<file path="config.mk">
export PLATFORM = sky130hd
export DESIGN_NAME = alu_seq
export DESIGN_NICKNAME = d
export VERILOG_FILES = /design/src/rtl/alu_pkg.sv /design/src/rtl/alu_core.sv /design/src/rtl/alu_seq.sv
export SDC_FILE = /design/constraint.sdc
export NUM_CORES = 1
export LEC_CHECK = 0
export CAP_MARGIN = 20
export CORE_MARGIN = 4
export CORE_UTILIZATION = 56
export DETAILED_ROUTE_END_ITERATION = 12
export PLACE_DENSITY = 0.95
export REMOVE_ABC_BUFFERS = 1
export SLEW_MARGIN = 15
export SYNTH_ARGS = -nofsm -noshare
export SYNTH_HDL_FRONTEND = slang
export SYNTH_HIERARCHICAL = 1
export SYNTH_SLANG_ARGS = --single-unit
</file>
<file path="constraint.sdc">
create_clock -name clk -period 8.5 [get_ports clk]
set_input_delay 0.85 -clock clk [delete_from_list [all_inputs] [get_ports clk]]
set_output_delay 0.85 -clock clk [all_outputs]
set_load 0.05 [all_outputs]
</file>
<file path="src/rtl/alu_pkg.sv">
// Shared op/state encodings and a small overflow helper for the sequential ALU.
// The optional iterative multiplier is enabled by defining ALU_MUL_EN.
package alu_pkg;

  typedef enum logic [2:0] {
    ALU_AND  = 3'b000,
    ALU_OR   = 3'b001,
    ALU_ADD  = 3'b010,
    ALU_MUL  = 3'b011,
    ALU_ANDN = 3'b100,
    ALU_ORN  = 3'b101,
    ALU_SUB  = 3'b110,
    ALU_SLT  = 3'b111
  } alu_op_e;

  typedef enum logic {
    ST_IDLE,
    ST_MUL
  } alu_state_e;

  // Two's-complement overflow: operands agree in sign but the sum does not.
  function automatic logic add_ovf(input logic a_msb, input logic b_msb, input logic s_msb);
    return (a_msb == b_msb) && (s_msb != a_msb);
  endfunction

endpackage

</file>
<file path="src/rtl/alu_core.sv">
// Combinational ALU slice: B inversion, shared adder, logic ops, SLT and
// carry/overflow. MUL is handled by alu_seq; here code 011 yields zero.
module alu_core
  import alu_pkg::*;
#(
  parameter int WIDTH = 32
) (
  input  logic [WIDTH-1:0] a,
  input  logic [WIDTH-1:0] b,
  input  logic [2:0]       f,
  output logic [WIDTH-1:0] y,
  output logic             carry,
  output logic             overflow
);

  logic        [WIDTH-1:0] b_eff;
  logic        [WIDTH:0]   sum;
  logic signed [WIDTH-1:0] diff_s;
  logic                    ovf_raw;
  logic                    slt;

  always_comb begin
    b_eff   = f[2] ? ~b : b;
    sum     = {1'b0, a} + {1'b0, b_eff} + {{WIDTH{1'b0}}, f[2]};
    diff_s  = sum[WIDTH-1:0];
    ovf_raw = add_ovf(a[WIDTH-1], b_eff[WIDTH-1], diff_s[WIDTH-1]);
    // Sign of the true difference is the wrapped sign corrected by overflow.
    slt     = diff_s[WIDTH-1] ^ ovf_raw;

    y        = '0;
    carry    = 1'b0;
    overflow = 1'b0;
    case (alu_op_e'(f))
      ALU_AND, ALU_ANDN: y = a & b_eff;
      ALU_OR, ALU_ORN:   y = a | b_eff;
      ALU_ADD, ALU_SUB: begin
        y        = sum[WIDTH-1:0];
        carry    = sum[WIDTH];
        overflow = ovf_raw;
      end
      ALU_SLT:           y = {{(WIDTH-1){1'b0}}, slt};
      default:           y = '0;
    endcase
  end

endmodule

</file>
<file path="src/rtl/alu_seq.sv">
// Handshaked, registered-output ALU with optional shift-add multiplier.
// Define ALU_MUL_EN to build the iterative MUL path; otherwise op 011 returns 0.
module alu_seq
  import alu_pkg::*;
#(
  parameter int WIDTH = 32
) (
  input  logic             clk,
  input  logic             reset,
  input  logic             in_valid,
  output logic             in_ready,
  input  logic [WIDTH-1:0] a,
  input  logic [WIDTH-1:0] b,
  input  logic [2:0]       f,
  output logic             out_valid,
  input  logic             out_ready,
  output logic [WIDTH-1:0] y,
  output logic             zero,
  output logic             carry,
  output logic             overflow,
  output logic             busy
);

  alu_state_e       state_q, state_d;
  logic             out_valid_q, out_valid_d;
  logic [WIDTH-1:0] y_q, y_d;
  logic             zero_q, zero_d;
  logic             carry_q, carry_d;
  logic             overflow_q, overflow_d;

  logic [WIDTH-1:0] core_y;
  logic             core_carry;
  logic             core_ovf;

  logic             accept;
  logic             mul_accept;
  logic             mul_last;
  logic [WIDTH-1:0] mul_sum;

  alu_core #(.WIDTH(WIDTH)) u_core (
    .a        (a),
    .b        (b),
    .f        (f),
    .y        (core_y),
    .carry    (core_carry),
    .overflow (core_ovf)
  );

  assign in_ready = (state_q == ST_IDLE) && (!out_valid_q || out_ready);
  assign accept   = in_valid && in_ready;

`ifdef ALU_MUL_EN
  localparam int CNT_W = $clog2(WIDTH + 1);

  logic [WIDTH-1:0] mcand_q, mcand_d;
  logic [WIDTH-1:0] mplier_q, mplier_d;
  logic [WIDTH-1:0] acc_q, acc_d;
  logic [CNT_W-1:0] cnt_q, cnt_d;

  assign mul_accept = accept && (alu_op_e'(f) == ALU_MUL);
  assign mul_sum    = acc_q + (mplier_q[0] ? mcand_q : '0);
  assign mul_last   = (state_q == ST_MUL) && (cnt_q == CNT_W'(WIDTH - 1));
  assign busy       = (state_q == ST_MUL);

  // One multiplier bit per cycle: add the shifted multiplicand when the
  // current low bit of the multiplier is set.
  always_comb begin
    mcand_d  = mcand_q;
    mplier_d = mplier_q;
    acc_d    = acc_q;
    cnt_d    = cnt_q;
    if (mul_accept) begin
      mcand_d  = a;
      mplier_d = b;
      acc_d    = '0;
      cnt_d    = '0;
    end else if (state_q == ST_MUL) begin
      acc_d    = mul_sum;
      mcand_d  = mcand_q << 1;
      mplier_d = mplier_q >> 1;
      cnt_d    = cnt_q + CNT_W'(1);
    end
  end

  always_ff @(posedge clk) begin
    mcand_q  <= mcand_d;
    mplier_q <= mplier_d;
    acc_q    <= acc_d;
  end

  always_ff @(posedge clk) begin
    if (reset) cnt_q <= '0;
    else       cnt_q <= cnt_d;
  end
`else
  assign mul_accept = 1'b0;
  assign mul_last   = 1'b0;
  assign mul_sum    = '0;
  assign busy       = 1'b0;
`endif

  always_comb begin
    state_d = state_q;
    case (state_q)
      ST_IDLE: if (mul_accept) state_d = ST_MUL;
      ST_MUL:  if (mul_last)   state_d = ST_IDLE;
      default: state_d = ST_IDLE;
    endcase
  end

  // Output registers only change on a fresh result; otherwise they hold,
  // which keeps them stable while the consumer stalls.
  always_comb begin
    out_valid_d = out_valid_q && !out_ready;
    y_d         = y_q;
    zero_d      = zero_q;
    carry_d     = carry_q;
    overflow_d  = overflow_q;
    if (accept && !mul_accept) begin
      y_d         = core_y;
      zero_d      = (core_y == '0);
      carry_d     = core_carry;
      overflow_d  = core_ovf;
      out_valid_d = 1'b1;
    end else if (mul_last) begin
      y_d         = mul_sum;
      zero_d      = (mul_sum == '0);
      carry_d     = 1'b0;
      overflow_d  = 1'b0;
      out_valid_d = 1'b1;
    end
  end

  always_ff @(posedge clk) begin
    if (reset) begin
      state_q     <= ST_IDLE;
      out_valid_q <= 1'b0;
      y_q         <= '0;
      zero_q      <= 1'b0;
      carry_q     <= 1'b0;
      overflow_q  <= 1'b0;
    end else begin
      state_q     <= state_d;
      out_valid_q <= out_valid_d;
      y_q         <= y_d;
      zero_q      <= zero_d;
      carry_q     <= carry_d;
      overflow_q  <= overflow_d;
    end
  end

  assign out_valid = out_valid_q;
  assign y         = y_q;
  assign zero      = zero_q;
  assign carry     = carry_q;
  assign overflow  = overflow_q;

endmodule

</file>
# Word-level counts from Yosys, hierarchy flattened
# Cells that the tools add are included.
# Widths: inputs -> output; s select.
[op_classes]
bitwise_logic = 5
eq_ne = 8
n_addsub = 2
div_mod_pow = 0
magnitude_cmp = 0
reduce_logical = 12
shift = 0
n_mul = 0
mux = 6
[op_table]
columns = ["cell", "n"]
rows = [
  ["$pmux 32 s4", 1],
  ["$add 32x32->33", 1],
  ["$add 33x1->33", 1],
  ["$and 32x32->32", 1],
  ["$logic_not 32->1", 1],
  ["$mux 32", 1],
  ["$not 32->32", 1],
  ["$or 32x32->32", 1],
  ["$eq 3x3->1 const B", 4],
  ["$reduce_or 2->1", 3],
  ["$logic_and 1x1->1", 4],
  ["$eq 3x1->1 const B", 1],
  ["$eq 3x2->1 const B", 1],
  ["$logic_not 3->1", 1],
  ["$mux 1", 3],
  ["$logic_not 1->1", 2],
  ["$pmux 1 s2", 1],
  ["$eq 1x1->1", 1],
  ["$logic_or 1x1->1", 1],
  ["$ne 1x1->1", 1],
  ["$not 1->1", 1],
  ["$xor 1x1->1", 1],
]
[word_totals]
reg_bits = 37
mem_count = 0
ramBits = 0
output_inout_bits = 38
inputBits = 71
wordCells = 39
rom_bits = 0
latchBits = 0

# Depth between registers and ports, before layout
[logic_depth]
ltp_word = 9
mapped_depth = 17
ltp_nobuf = 14

# Cells and area by module
# The synthesis kept the hierarchy.
[by_module_without_submodules]
columns = ["mod", "seq_area_each_um2", "area_each_um2", "instances", "cells_per_inst"]
rows = [
  ["alu_core", 0.0, 3520.9, 1, 520],
  ["alu_seq", 720.7, 1307.5, 1, 169],
]

# Worst setup path before layout
# No wires, ideal clock.
[synth_path]
path_kind = "input-to-reg"
startpoint = "in f[2]"
endpoint = "reg zero_q (netlist: zero)"
path_buffers = 3
required_time_ns = 8.431
path_stages = 15
setup_time_ns = 0.069
slack_ns = 3.918
t_arrival_ns = 4.514
cell_sequence = "buf_6 clkbuf_1 xor2_1 inv_1 ha_1 clkbuf_1 and4_1 nand3_1 or3b_1 o211ai_1 a31oi_4 a221o_1 or4_1 or4_1 o21ai_1"
[synth_between]
elab_chain_len = 8
elab_cells_between_ends = 21
classes_between = "add/sub: 2; eq/ne: 8; mux: 2; bitwise: 3; reduce/logical: 6"
[synth_rtl]
columns = ["element", "line", "text"]
rows = [
  ["start, declared", "alu_seq.sv:14", "input logic [2:0] f,"],
  ["$mux 32", "alu_core.sv:23", "b_eff = f[2] ? ~b : b;"],
  ["$add 32x32->33", "alu_core.sv:24", "sum = {1'b0, a} + {1'b0, b_eff} + {{WIDTH{1'b0}}, f[2]};"],
  ["$add 33x1->33", "alu_core.sv:24", ""],
  ["$ne 1x1->1", "alu_pkg.sv:23", "return (a_msb == b_msb) && (s_msb != a_msb);"],
  ["$logic_and 1x1->1", "alu_pkg.sv:23", ""],
  ["$xor 1x1->1", "alu_core.sv:28", "slt = diff_s[WIDTH-1] ^ ovf_raw;"],
  ["$pmux 32 s4 *", "alu_core.sv:33", "case (alu_op_e'(f))"],
  ["named net core_y[0]", "alu_seq.sv:31", "logic [WIDTH-1:0] core_y;"],
  ["$logic_not 32->1 *", "alu_seq.sv:121", "zero_d = (core_y == '0);"],
  ["end signal, assigned", "alu_seq.sv:146", "zero_q <= zero_d;"],
  ["end, declared", "alu_seq.sv:27", "logic zero_q, zero_d;"],
]
# The timed path passes the listed nets; every way through them passes the cells marked *.
# A chain may end at the register's enable or synchronous reset.

# Final worst setup path
[layout_path]
startpoint = "in f[2]"
endpoint = "reg zero_q (netlist: zero)"
[layout_between]
elab_cells_between_ends = 21
classes_between = "add/sub: 2; eq/ne: 8; mux: 2; bitwise: 3; reduce/logical: 6"
[layout_lines]
columns = ["element", "line"]
rows = [
  ["$mux 32", "alu_core.sv:23"],
  ["$add 32x32->33", "alu_core.sv:24"],
  ["$add 33x1->33", "alu_core.sv:24"],
  ["$pmux 32 s4 *", "alu_core.sv:33"],
  ["named net core_y[31]", "alu_seq.sv:31"],
  ["$logic_not 32->1 *", "alu_seq.sv:121"],
]
# Marks and branches as above.

==> impl_metrics.toml <==
[cts]
post_cts_buffers = 0
cts_root_buf = "clkbuf_8"
cts-buffers-inserted = 5
ctsHoldBuffers = 0
clock_sinks = 36
clkTransAtPathRegs_ns = 0.08
cts_resized = 0
cts_tree = "done"
clock_tree.buffer_depth = 2
insertion_delay_ns = 0.29
h-tree-depth = 2

[worst_hold_path]
hold_path.class = "reg -> reg"

[sta]
fin_crit_ns = 5.061
worst_slack_ns = 3.439
setup_viol = 0
skew_ns = 0.004827
rsz0062_at_grt = "no"
finalHoldViolCount = 0
post-route-period-util_pct = 59.54
setup-tns-final_ns = 0
tightest_slew_ns = 1.017
fmax_ghz = 0.1976
slew_headroom_pct = 32.20
drv_slew = 0

[setup_path]
cp-end-kind = "register"
ff2ff_path_depth = 5
worstSetupStartpointType = "input pin"
cp-endpoint = "zero$_SDFFE_PP0P_"
reg2reg_to = "y[2]$_SDFFE_PP0P_"
startpoint = "f[2]"
crit_required_ns = 8.73
r2r_slack_ns = 7.04
r2r-start = "out_valid$_SDFF_PP0_"
cp_max_fo = 36
worstPathArrival_ns = 5.29
path_class = "in -> reg"

[synth]
ys_seq_area_share_pct = 14.93
yosysTopAreaCell = "ha_1"
ys_top_cells_by_area = "ha_1 17%, dfxtp_1 15%, nand2_1 8.4%, xor2_1 8.2%, a21oi_1 7.6%"
ys_async_sr_fraction_pct = 0
avgSynthCellArea_um2 = 7.008
synth-edff-count = 0
syn-cell-area_um2 = 4828
synth_commonest_cells = "108 x nand2_1, 76 x inv_1, 73 x a21oi_1, 64 x ha_1, 45 x xor2_1"
yosysMostFrequentCell = "nand2_1"
yosysWarnings = 6
synthCells = 689
synth_top_area_share_pct = 16.58
ys_ff_latch = 36
synth_cell_types = 62
yosys_most_used_dff = "dfxtp_1"

[floorplan]
start_util_pct = 58.18
die_w_um = 100.9
die_y_um = 100.9
core_um2 = 8299
rows = 33
io-pin-count = 109
design.die.area_um2 = 10170

[final_layout]
fillers = 646
nNetsFinal = 899
final_cells = 869
drive_gt1_share_pct = 3.534
syn_to_final_growth_pct = 24.49
antennaDiodeCount = 0
fin_util_pct = 72.43

[pwr]
p_leak_nw = 2.680
p_per_area_nw_per_um2 = 137.2
vdd_ir_drop_max_mv = 0.09854
design_power_total_uw = 824.8

[job]
maxCapViolCount = 0

[grt]
grt_first_pass_wirelength_mm = 24.04
track_usage_pct = 28.66
grt_pass1_vias = 4948
antenna_found_initial = 0
grt_max_degree = 46
grt_remaining_overflow = 0

[detailed_routing]
vias = 5138
antenna_left = 0
drc = 0
wire_per_inst_um = 16.95
drtIter0Drc = 424
wl_mm = 14.73
first_pass_iters = 5
vias_per_cell = 5.913

[outcome]
status = "completed"

[placed_design]
port_buffers = 107
routabilityCongestion = 0.9487
dp_cells = 861
dpl_worst_slack_ns = 3.231
hpwl_mm = 11.60
## cells in the final DEF, fill, tap and decap left out, types with 6 or more instances in the layout
cell type / netlist / routed
xnor2_1: 14 / 14
ha_1: 64 / 64
mux2i_1: 19 / 19
nand3_1: 8 / 8
nor2_1: 28 / 28
nand2b_1: 6 / 6
dfxtp_1: 36 / 36
a21o_1: 11 / 11
o22ai_1: 22 / 22
clkdlybuf4s50_1: 0 / 106
inv_1: 76 / 76
a211oi_1: 6 / 6
a21oi_1: 73 / 73
o21ai_0: 35 / 35
nor4_1: 6 / 6
nand2_1: 108 / 108
nand4_1: 15 / 15
xor2_1: 45 / 45
## flip-flops by register name, summed over array words and instances, names as in the netlist
signal	cells
out_valid	1
zero	1
carry	1
overflow	1
y	32
## worst min path at each step
stage / end / slack [ns] / from / depth (start not counted)
global placement: y[17]$_SDFFE_PP0P_ / 0.44 / y[17]$_SDFFE_PP0P_ / 2
global route: y[17]$_SDFFE_PP0P_ / 0.48 / y[17]$_SDFFE_PP0P_ / 2
finish: y[7]$_SDFFE_PP0P_ / 0.46 / y[7]$_SDFFE_PP0P_ / 2
floorplan: carry$_SDFFE_PP0P_ / 0.67 / carry$_SDFFE_PP0P_ / 2
CTS: y[7]$_SDFFE_PP0P_ / 0.46 / y[7]$_SDFFE_PP0P_ / 2
detailed placement: y[6]$_SDFFE_PP0P_ / 0.45 / y[6]$_SDFFE_PP0P_ / 2
## metal layers
metal  track usage, %  up-vias  part of all wire, %
met5                0        -                    0
met4            4.767        0                  1.1
met3            3.668       23                  8.4
met2            50.48      236                   48
met1            37.77     2385                   42
li1                 -     2494                    -
## cell type report
type	count	area, um^2	area share (%)
clock inverter	3	42.54	0.7077
clock buffer	5	68.82	1.145
multi-input combinational	532	3638	60.53
sequential	36	720.7	11.99
inverter	76	285.3	4.746
timing repair buffer	112	1124	18.69
tap	105	131.4	2.186
## critical path: stages
cell	delay (ns)
buf_2	0.76
xor2_1	0.25
inv_1	0.07
ha_1	0.41
a21oi_1	0.26
o21ai_0	0.21
a311oi_1	0.50
o211ai_1	0.22
a31oi_4	0.24
xor2_1	0.16
o22ai_1	0.11
nor4_1	0.55
nand4_1	0.16
or4_1	0.41
o21ai_1	0.12
## power by group
group          switching [mW]  internal [mW]  leakage [nW]
logic                   0.293          0.188          2.33
clock network          0.0705         0.0869        0.0541
registers             0.00599          0.181         0.295
## metrics by stage
step / hold WS (ns) / area, um^2
3_3_place_gp: 0.4426 / 5872
2_1_floorplan: 0.6744 / 4644
5_1_grt: 0.4846 / 6011
4_1_cts: 0.4597 / 6011
6_report: 0.4556 / 6011
3_5_place_dp: 0.4483 / 5899
## kinds of logic (layout without fill, tap and decap cells)
family                     after synthesis  in the layout  share of synthesized area (%)
and+or+nand+nor                        197            197                          18.76
muxes                                   21             21                          4.483
DFF                                     36             36                          14.93
AOI/OAI and AO/OA                      189            189                          24.33
buffers and inverters                  121            196                          9.717
xor gates and xnor gates                59             59                          10.70
adders and majority gates               65             65                          17.00
other                                    1              1                        0.07767
(Power assumes the default switching activity.)
